[src/rtl/rv_g_pkg.sv]
// Shared core package: register widths and register-file address encoding.
package rv_g_pkg;

   localparam int unsigned DEF_XLEN = 64;
   localparam int unsigned DEF_FLEN = 32;

   // bit 5 selects the FP register file, bits 4:0 index within the file
   localparam int unsigned REG_FILE_SEL_BIT = 5;
   localparam logic        FP_FILE_SEL      = 1'b1;

   typedef logic [5:0] reg_addr_t;

endpackage

[src/rtl/rv_g_wb_arbiter_pkg.sv]
// Writeback-arbiter local constants and the payload width helper.
package rv_g_wb_arbiter_pkg;
   import rv_g_pkg::*;

   localparam int unsigned DEF_NUM_SRC = 4;

   function automatic int unsigned max_len(input int unsigned a, input int unsigned b);
      return (a > b) ? a : b;
   endfunction

   localparam int unsigned DEF_MAX_LEN = max_len(DEF_XLEN, DEF_FLEN);

endpackage

[src/rtl/rv_g_wb_arbiter_if.sv]
// Producer result handshakes plus the register-file write port, as seen by the arbiter.
interface rv_g_wb_arbiter_if
   import rv_g_pkg::*;
   import rv_g_wb_arbiter_pkg::*;
#(
   parameter int unsigned NUM_SRC = DEF_NUM_SRC,
   parameter int unsigned MaxLen  = DEF_MAX_LEN
);

   logic      [NUM_SRC-1:0]             src_valid;
   reg_addr_t [NUM_SRC-1:0]             src_addr;
   logic      [NUM_SRC-1:0][MaxLen-1:0] src_data;
   logic      [NUM_SRC-1:0]             src_ready;

   logic                                wr_en;
   reg_addr_t                           wr_addr;
   logic      [MaxLen-1:0]              wr_data;

   // producers and register file side
   modport master (
      output src_valid, src_addr, src_data,
      input  src_ready, wr_en, wr_addr, wr_data
   );

   // arbiter side
   modport slave (
      input  src_valid, src_addr, src_data,
      output src_ready, wr_en, wr_addr, wr_data
   );

endinterface

[src/rtl/rv_g_wb_arbiter_rr_arbiter.sv]
// Generic round-robin arbiter: searches from ptr upward with wrap, ptr moves past each winner.
module rr_arbiter #(
   parameter  int unsigned N    = 4,
   localparam int unsigned IdxW = (N > 1) ? $clog2(N) : 1
) (
   input  logic            clk_i,
   input  logic            arst_ni,
   input  logic [N-1:0]    req_i,
   input  logic            adv_i,
   output logic [N-1:0]    gnt_o,
   output logic [IdxW-1:0] gnt_idx_o
);

   logic [IdxW-1:0] ptr_q, ptr_d;
   logic            found;
   int unsigned     idx;
   logic [IdxW-1:0] idx_s;

   // first requester at or after ptr, wrapping through N-1 back to 0
   always_comb begin
      gnt_o     = '0;
      gnt_idx_o = '0;
      found     = 1'b0;
      idx       = 0;
      idx_s     = '0;
      for (int unsigned k = 0; k < N; k++) begin
         idx = 32'(ptr_q) + k;
         if (idx >= N) idx = idx - N;
         idx_s = IdxW'(idx);
         if (!found && req_i[idx_s]) begin
            found        = 1'b1;
            gnt_o[idx_s] = 1'b1;
            gnt_idx_o    = idx_s;
         end
      end
   end

   // pointer lands just past the winner; holds when nothing is granted
   always_comb begin
      ptr_d = ptr_q;
      if (adv_i && found) begin
         ptr_d = (gnt_idx_o == IdxW'(N - 1)) ? '0 : gnt_idx_o + IdxW'(1);
      end
   end

   // pointer register
   always_ff @(posedge clk_i or negedge arst_ni) begin
      if (!arst_ni) ptr_q <= '0;
      else          ptr_q <= ptr_d;
   end

endmodule

[src/rtl/rv_g_wb_arbiter.sv]
// Writeback arbiter: one producer result per cycle into the register-file write port.
module rv_g_wb_arbiter
   import rv_g_pkg::*;
   import rv_g_wb_arbiter_pkg::*;
#(
   parameter int unsigned NUM_SRC = DEF_NUM_SRC,
   parameter int unsigned XLEN    = DEF_XLEN,
   parameter int unsigned FLEN    = DEF_FLEN
) (
   input logic                clk_i,
   input logic                arst_ni,
   rv_g_wb_arbiter_if.slave   wb
);

   localparam int unsigned MaxLen = max_len(XLEN, FLEN);
   localparam int unsigned IdxW   = (NUM_SRC > 1) ? $clog2(NUM_SRC) : 1;

   logic [NUM_SRC-1:0] gnt;
   logic [IdxW-1:0]    gnt_idx;
   logic               any_valid;
   reg_addr_t          sel_addr;
   logic [MaxLen-1:0]  sel_data;

   logic               wr_en_q,   wr_en_d;
   reg_addr_t          wr_addr_q, wr_addr_d;
   logic [MaxLen-1:0]  wr_data_q, wr_data_d;

   // the write port never stalls, so any valid source is accepted this cycle
   assign any_valid = |wb.src_valid;

   rr_arbiter #(.N(NUM_SRC)) u_rr (
      .clk_i     (clk_i),
      .arst_ni   (arst_ni),
      .req_i     (wb.src_valid),
      .adv_i     (any_valid),
      .gnt_o     (gnt),
      .gnt_idx_o (gnt_idx)
   );

   assign wb.src_ready = gnt;
   assign sel_addr     = wb.src_addr[gnt_idx];
   assign sel_data     = wb.src_data[gnt_idx];

   // output stage loads the winner; address/data hold on idle cycles
   always_comb begin
      wr_en_d   = any_valid;
      wr_addr_d = wr_addr_q;
      wr_data_d = wr_data_q;
      if (any_valid) begin
         wr_addr_d = sel_addr;
         wr_data_d = sel_data;
      end
   end

   // output register; an accepted but unwritten result is dropped on reset
   always_ff @(posedge clk_i or negedge arst_ni) begin
      if (!arst_ni) begin
         wr_en_q   <= 1'b0;
         wr_addr_q <= '0;
         wr_data_q <= '0;
      end else begin
         wr_en_q   <= wr_en_d;
         wr_addr_q <= wr_addr_d;
         wr_data_q <= wr_data_d;
      end
   end

   assign wb.wr_en   = wr_en_q;
   assign wb.wr_addr = wr_addr_q;
   assign wb.wr_data = wr_data_q;

endmodule
[src/flat_wrapper.sv]
// flat-port wrapper written by rule: the top's interface ports become plain ports
module rv_g_wb_arbiter_flat import rv_g_pkg::*; import rv_g_wb_arbiter_pkg::*;
#(
   parameter int unsigned NUM_SRC = DEF_NUM_SRC,
   parameter int unsigned XLEN    = DEF_XLEN,
   parameter int unsigned FLEN    = DEF_FLEN
)
  (clk_i, arst_ni, wb_src_valid, wb_src_addr, wb_src_data, wb_src_ready, wb_wr_en, wb_wr_addr, wb_wr_data);
  rv_g_wb_arbiter_if #(.NUM_SRC(NUM_SRC)) wb_i ();
  input logic clk_i;
  input logic arst_ni;
  input wire logic [$bits(wb_i.src_valid)-1:0] wb_src_valid;
  input wire logic [$bits(wb_i.src_addr)-1:0] wb_src_addr;
  input wire logic [$bits(wb_i.src_data)-1:0] wb_src_data;
  output wire logic [$bits(wb_i.src_ready)-1:0] wb_src_ready;
  output wire logic [$bits(wb_i.wr_en)-1:0] wb_wr_en;
  output wire logic [$bits(wb_i.wr_addr)-1:0] wb_wr_addr;
  output wire logic [$bits(wb_i.wr_data)-1:0] wb_wr_data;
  assign wb_i.src_valid = wb_src_valid;
  assign wb_i.src_addr = wb_src_addr;
  assign wb_i.src_data = wb_src_data;
  assign wb_src_ready = wb_i.src_ready;
  assign wb_wr_en = wb_i.wr_en;
  assign wb_wr_addr = wb_i.wr_addr;
  assign wb_wr_data = wb_i.wr_data;
  rv_g_wb_arbiter #(.NUM_SRC(NUM_SRC), .XLEN(XLEN), .FLEN(FLEN)) u_core (.clk_i(clk_i), .arst_ni(arst_ni), .wb(wb_i));
endmodule
[config.mk]
export PLATFORM = sky130hd
export DESIGN_NAME = rv_g_wb_arbiter_flat
export DESIGN_NICKNAME = d
export VERILOG_FILES = /design/src/rtl/rv_g_pkg.sv /design/src/rtl/rv_g_wb_arbiter_pkg.sv /design/src/rtl/rv_g_wb_arbiter_if.sv /design/src/rtl/rv_g_wb_arbiter_rr_arbiter.sv /design/src/rtl/rv_g_wb_arbiter.sv /design/src/flat_wrapper.sv
export SDC_FILE = /design/constraint.sdc
export NUM_CORES = 1
export LEC_CHECK = 0
export BUFFER_PORTS_ARGS = -buffer_cell sky130_fd_sc_hd__buf_2
export CORE_MARGIN = 8
export CORE_UTILIZATION = 25
export DETAILED_ROUTE_END_ITERATION = 16
export RECOVER_POWER = 100
export SETUP_SLACK_MARGIN = 0.3
export SLEW_MARGIN = 10
export SYNTH_ARGS = -nofsm -noshare
export SYNTH_HDL_FRONTEND = slang
export SYNTH_HIERARCHICAL = 1
export SYNTH_SLANG_ARGS = --single-unit
export TNS_END_PERCENT = 30
[constraint.sdc]
create_clock -name clk_i -period 3.3 [get_ports clk_i]
set_clock_uncertainty 0.15 [all_clocks]
set_input_delay 0.66 -clock clk_i [delete_from_list [all_inputs] [get_ports clk_i]]
set_output_delay 0.66 -clock clk_i [all_outputs]
set_load 0.01 [all_outputs]
# [Word level (Yosys, flattened, before mapping)]
# Index checks and enable logic that the tools add are counted.
[word_totals] elab_cells=78 regBits=73
[op_classes] n_eq_ne=1 reduce_logical=12 bitwise=3 n_lt_le_gt_ge=13 n_mux=37 n_addsub=8
[ops] cell="64-bit binary-select mux with 2-bit select" count=1
[ops] cell="64-bit 2-to-1 mux" count=1
[ops] cell="2-bit 2-to-1 mux" count=9
[ops] cell="4-bit 2-to-1 mux" count=4
[ops] cell="2-bit by 3-bit less-than comparator with 1-bit output, second input constant" count=5
[ops] cell="6-bit binary-select mux with 2-bit select" count=1
[ops] cell="1-bit 2-to-1 mux" count=12
[ops] cell="4-bit OR" count=3
[ops] cell="3-bit >= comparator, second input constant" count=3
[ops] cell="1-bit binary-select mux with 2-bit select" count=4
[ops] cell="1-bit demux with 2-bit select" count=4
[ops] cell="2-bit by 1-bit >= comparator with 1-bit output, second input constant" count=4
[ops] cell="1-bit logical AND" count=8
[ops] cell="2-bit by 1-bit subtractor with 2-bit output, second input constant" count=4
[ops] cell="2-bit by 2-bit adder with 3-bit output, second input constant" count=2
[ops] cell="6-bit 2-to-1 mux" count=1
[ops] cell="4-bit OR reduction" count=1
[ops] cell="2-bit by 1-bit adder with 3-bit output, second input constant" count=1
[ops] cell="2-bit by 3-bit >= comparator with 1-bit output, second input constant" count=1
[ops] cell="1-bit zero test" count=3
[ops] cell="2-bit by 1-bit adder with 2-bit output, second input constant" count=1
[ops] cell="2-bit == test, second input constant" count=1

# [Logic depth before layout (Yosys ltp)]
[logic_depth] word_depth=16 depth_mapped=11 mapped_depth_nobuf=8

# [By module]
# The synthesis kept the hierarchy.
[by_module_without_submodules] module="rv_g_wb_arbiter" cells_each=236 seq_area_each_um2=1776.7 area_each_um2=4365.4 instances=1
[by_module_without_submodules] module="rr_arbiter" cells_each=56 seq_area_each_um2=50.0 area_each_um2=529.3 instances=1

# [Worst setup path before layout]
# OpenSTA, ideal clock, no wires.
[synth_timing] path_type="flip-flop to flip-flop" startpoint="register u_core.u_rr.ptr_q[1]" endpoint="register u_core.wr_addr_q[0] (netlist: u_core/wb.wr_addr[0])" required_ps=3023 stages_incl_launch_ff=12 t_arrival_ps=3113 period_less_slack_ps=3391 path_buffers=3 setup_time_ps=127 setup_slack_ps=-91 path_cell_list="dfrtp_1 -> clkbuf_1 -> inv_1 -> ha_1 -> mux4_2 -> or2_4 -> o22a_2 -> nor2_1 -> clkbuf_1 -> clkbuf_1 -> mux4_2 -> mux2_1"
[synth_between] elab_chain_cells=16 word_cells_on_any_way=38 cone_classes="add/sub: 7; order compare: 4; mux: 21; reduce/logical: 6"
[synth_lines] element="start, declared" line_no="rv_g_wb_arbiter_rr_arbiter.sv:14" rtl="logic [IdxW-1:0] ptr_q, ptr_d;"
[synth_lines] element="start signal, assigned" line_no="rv_g_wb_arbiter_rr_arbiter.sv:49" rtl="else ptr_q <= ptr_d;"
[synth_lines] element="branches (longest 13 deep; another with 2-bit by 1-bit adder with 3-bit output)"
[synth_lines] element="2-bit 2-to-1 mux (*)" line_no="rv_g_wb_arbiter_rr_arbiter.sv:30" rtl="if (!found && req_i[idx_s]) begin"
[synth_lines] element="named net u_core.gnt_idx[1]" line_no="rv_g_wb_arbiter.sv:19" rtl="logic [IdxW-1:0] gnt_idx;"
[synth_lines] element="6-bit binary-select mux with 2-bit select (*)" line_no="rv_g_wb_arbiter.sv:41" rtl="assign sel_addr = wb.src_addr[gnt_idx];"
[synth_lines] element="6-bit 2-to-1 mux (implied by the code) (*)" line_no="rv_g_wb_arbiter.sv:41"
[synth_lines] element="end signal, assigned" line_no="rv_g_wb_arbiter.sv:63" rtl="wr_addr_q <= wr_addr_d;"
[synth_lines] element="end, declared" line_no="rv_g_wb_arbiter.sv:25" rtl="reg_addr_t wr_addr_q, wr_addr_d;"
# Mark *: on every way through the listed nets, which the timed path passes. The select of a mux whose other input is x is not followed.
# A chain may end at the register's enable or synchronous reset.

==> Implementation_results.wiki <==
{| class="wikitable"
! Metric !! Value
|-
| Post-Synth XOR/XNOR Area || 0.00179
|-
| Setup TNS after final layout || 0 ns
|-
| Fmax || around 0.32 GHz
|-
| Effective utilization at floorplan || 0.253
|-
| Post-Synth Simple-Gate Area || 0.0151
|-
| Pin count of the biggest net entering global routing || 74
|-
| Final Hold Viols || 0
|-
| Mean routed wirelength per cell || around 21 µm
|-
| Compound-Gate Fraction of Synth Area || 0.0330
|-
| Largest family of logic cells by synthesized area || multiplexers
|-
| Source-to-sink clock delay at the later pin of the worst-skew pair || approximately 0.33 ns
|-
| Clock-pin slew reported for the worst setup and hold paths after clock tree synthesis || 0.07 ns
|-
| Share of synthesized area spent on multiplexers || 0.514
|-
| Area of the mapped netlist || roughly 5000 µm²
|-
| Ratio of cells with drive above 1 in the final layout || 0.725
|-
| Share of synthesized area occupied by flip-flops and latches || 0.373
|-
| Setup crit end kind || register
|-
| Critical path required time || 3.36 ns
|-
| Hold bufs inserted after CTS || 0
|-
| Post-detailed-routing wire length || approximately 20,000 µm
|-
| Start-to-end type of the worst setup path || register to register
|-
| CTS Root Buffer Type || sky130_fd_sc_hd__clkbuf_16
|-
| Count of routing violations after the opening detailed-route iteration || about 210
|-
| Synth-to-layout area growth || 58.6%
|-
| Largest area contributor in the synthesized netlist || sky130_fd_sc_hd__dfrtp_1
|-
| Final min period || 3.16 ns
|-
| Floorplan die width || around 160 µm
|-
| Least-Margin Pin Slew || around 1.9 ns
|-
| Total number of placement rows || 51
|-
| Placed Instances || a little over 900
|-
| Remaining routing DRC violations || 0
|-
| Critical Path Source Type || register
|-
| Total count of max-transition violations in the final report || 74
|-
| Cell types occupying the most area after synthesis || sky130_fd_sc_hd__dfrtp_1 (37%), sky130_fd_sc_hd__mux4_2 (33%), sky130_fd_sc_hd__mux2_2 (14%), sky130_fd_sc_hd__buf_6 (3.7%), sky130_fd_sc_hd__mux2_1 (2.3%)
|-
| Fill count || roughly 1,900
|-
| Initial antenna violation count || 0
|-
| Largest voltage drop on the vdd net || between 0.0005 and 0.0006 V
|-
| Floorplan die height || roughly 160 µm
|-
| Fraction of post-synthesis cell area in the top cell type by area || 0.373
|-
| Number of maximum-capacitance violations || 1
|-
| Weighted congestion at the end of routability-driven global placement || approximately 0.85
|-
| Final setup violation count || 0
|-
| Ratio of total power to cell area || around 1200 nW/µm²
|-
| Flop and latch count out of synthesis || 73
|-
| Sum of net half-perimeters after detailed placement || 15,200 µm
|-
| Final Net Count || approximately 980
|-
| Synthesis Warnings || 6
|-
| Count of cells along the worst hold path || 1
|-
| First-pass GRT wire length || roughly 29,000 µm
|-
| Cell count of the worst reg-to-reg path || 10
|-
| Worst-path maximum fanout || 8
|-
| Mean post-synth cell area || between 15 and 20 µm²
|-
| Static leakage || 3.47 nW
|-
| Adder and majority gate portion of the synthesized area || 0.0153
|-
| Number of antenna cells inserted || 0
|-
| Number of instances in the synthesized netlist || roughly 290
|-
| Netlist cell types || 28
|-
| Class of the worst hold path || register to register
|-
| CTS tree || done
|-
| Vias in the first global route || around 5,000
|-
| Die area || around 24,000 µm²
|-
| CTS sink count || 73
|-
| Cell Count, Final, Fillers Out || 959
|-
| Via count || 4,442
|-
| Violations in the final reports || capacitance limit, slew limit
|-
| Antenna-violating nets left || 0
|-
| Final cycle utilization of the critical path || 0.959
|-
| Unrepaired setup endpoints after global routing || true
|-
| Max Buffers Root-to-Sink || 2
|-
| Overflow after GRT || 0
|-
| Number of levels the H-tree was split into || 3
|-
| Number of I/O port buffers || 360
|-
| Total area of multi-input combinational cells || approximately 2900 µm²
|-
| DRT Pass-1 Iters || 4
|-
| Standard cell core area || roughly 19,000 µm²
|-
| Syn Nets || between 500 and 600
|-
| Overall routing resource usage || 0.153
|-
| Worst slew margin relative to its limit || -0.272
|-
| Area used by sequential logic in the layout || between 1500 and 2000 µm²
|-
| Number of buffers added by the clock tree synthesis step || 9
|-
| Top-level I/O count || approximately 360
|-
| Data arrival time of the critical path || roughly 3.2 ns
|-
| Vias per inst || approximately 4.6
|-
| Status || complete, but fails checks
|}
## placed cells by master, fill, tap and decap left out, types with 6 or more instances in the layout
| cell type | netlist | layout |
|---|---|---|
| sky130_fd_sc_hd__buf_2 | 0 | 287 |
| sky130_fd_sc_hd__clkbuf_1 | 10 | 73 |
| sky130_fd_sc_hd__mux4_2 | 71 | 73 |
| sky130_fd_sc_hd__dfrtp_1 | 73 | 71 |
| sky130_fd_sc_hd__mux2_2 | 60 | 56 |
| sky130_fd_sc_hd__buf_4 | 0 | 23 |
| sky130_fd_sc_hd__clkbuf_16 | 0 | 12 |
| sky130_fd_sc_hd__mux2_1 | 10 | 9 |
| sky130_fd_sc_hd__buf_6 | 16 | 8 |
| sky130_fd_sc_hd__buf_16 | 0 | 6 |
| sky130_fd_sc_hd__buf_12 | 0 | 6 |
| sky130_fd_sc_hd__a22oi_1 | 8 | 6 |
## per-stage QoR
| step | power (mW) | utilization | hold slack (ns) | cell area (µm²) | worst slack, ns |
|---|---|---|---|---|---|
| after detailed placement | 7.42 | 0.370 | 0.330 | 7150 | 0.0322 |
| after CTS | 9.50 | 0.403 | 0.347 | 7790 | 0.190 |
| after floorplan | 6.06 | - | 0.214 | 5060 | 0.305 |
| final | 9.52 | 0.402 | 0.343 | 7760 | 0.137 |
| after global routing | 10.2 | 0.402 | 0.356 | 7760 | 0.0450 |
| after global placement | 7.32 | 0.370 | 0.322 | 7150 | 0.0469 |
## registers in the layout (all words and copies together) (netlist names), named ones only
name and cells:
u_core/wb.wr_data 64, u_core/wb.wr_addr 6, u_core/u_rr/ptr_q 1, u_core/wb.wr_en 1
## critical path, stage by stage, from the launching register on
cell                       delay (ns)
sky130_fd_sc_hd__dfrtp_2         0.45
sky130_fd_sc_hd__buf_6           0.13
sky130_fd_sc_hd__buf_6           0.09
sky130_fd_sc_hd__mux4_2          0.53
sky130_fd_sc_hd__clkbuf_1        0.14
sky130_fd_sc_hd__o211ai_1        0.33
sky130_fd_sc_hd__nand2_4         0.15
sky130_fd_sc_hd__buf_6           0.20
sky130_fd_sc_hd__buf_12          0.16
sky130_fd_sc_hd__mux4_2          0.43
sky130_fd_sc_hd__mux2_1          0.29
## power by group
group          switching (mW)  total [mW]  internal [mW]
clock                   0.406        1.01          0.608
sequential              0.255        1.67           1.41
combinational            2.77        6.84           4.08
## what timing repair did
| action | in CTS | in global routing |
|---|---|---|
| pin swaps | 6 | 4 |
| endpoints found under the setup margin | 74 | 74 |
| gates resized for setup | 34 | 9 |
| gates cloned | 4 | 4 |
| buffers inserted | 14 | 2 |
## cell families after synthesis
group | after synthesis
muxes | 149
DFF | 73
buffers and inverters | 30
AOI/OAI and AO/OA | 22
and+or+nand+nor | 11
adders and majority gates | 6
xor gates and xnor gates | 1
## layer usage
layer / part of all wire / vias to the layer above / global-route usage / wire length [µm]
li1: - / 2000 / - / -
met1: 0.41 / 2247 / 0.181 / 8230
met2: 0.51 / 189 / 0.269 / 10200
met3: 0.076 / 6 / 0.0496 / 1520
met4: 0.0045 / 0 / 0.0263 / 90
met5: 0 / - / 0 / 0
## cell usage after synthesis
| cell type | count |
|---|---|
| sky130_fd_sc_hd__a22oi_1 | 8 |
| sky130_fd_sc_hd__mux2_1 | 10 |
| sky130_fd_sc_hd__o211a_1 | 1 |
| sky130_fd_sc_hd__nor4_4 | 1 |
| sky130_fd_sc_hd__o22a_1 | 1 |
| sky130_fd_sc_hd__inv_1 | 4 |
| sky130_fd_sc_hd__clkbuf_1 | 10 |
| sky130_fd_sc_hd__o21ai_0 | 5 |
| sky130_fd_sc_hd__a211oi_1 | 1 |
| sky130_fd_sc_hd__nor2b_1 | 1 |
| sky130_fd_sc_hd__mux2i_1 | 5 |
| sky130_fd_sc_hd__or2_4 | 1 |
| sky130_fd_sc_hd__o22a_2 | 1 |
| sky130_fd_sc_hd__o32a_1 | 1 |
| sky130_fd_sc_hd__ha_1 | 6 |
| sky130_fd_sc_hd__xnor2_1 | 1 |
| sky130_fd_sc_hd__nor3b_1 | 1 |
| sky130_fd_sc_hd__buf_6 | 16 |
| sky130_fd_sc_hd__nand2_1 | 2 |
| sky130_fd_sc_hd__o21a_1 | 1 |
| sky130_fd_sc_hd__mux4_1 | 3 |
| sky130_fd_sc_hd__mux4_2 | 71 |
| sky130_fd_sc_hd__dfrtp_1 | 73 |
| sky130_fd_sc_hd__nor2_1 | 4 |
| sky130_fd_sc_hd__o211ai_1 | 1 |
| sky130_fd_sc_hd__and2b_1 | 1 |
| sky130_fd_sc_hd__mux2_2 | 60 |
| sky130_fd_sc_hd__o31ai_1 | 2 |
## path summary, 6_finish.rpt
kind | startpoint | to | slack, ns
worst max-delay path | register | u_core/wb.wr_addr[3]$_DFFE_PN0P_ | 0.14
worst min-delay path | u_core/wb.wr_data[1]$_DFFE_PN0P_ | u_core/wb.wr_data[1]$_DFFE_PN0P_ | 0.34
worst max register to register | register | u_core/wb.wr_addr[3]$_DFFE_PN0P_ | 0.14
worst min register to register | u_core/wb.wr_data[1]$_DFFE_PN0P_ | u_core/wb.wr_data[1]$_DFFE_PN0P_ | 0.34
max in group asynchronous | arst_ni | u_core/u_rr/ptr_q[1]$_DFFE_PN0P_ | 1.06
min in group asynchronous | arst_ni | u_core/wb.wr_data[21]$_DFFE_PN0P_ | 0.70
## layout make-up
type                       instances  share of cell area
inverter                           4             0.00226
clock buffer                      10              0.0308
tap                              265              0.0427
clock inverter                     6             0.00870
sequential                        73               0.236
timing repair buffer             412               0.307
multi-input combinational        189               0.373
Power figures use the tool's default switching activity.
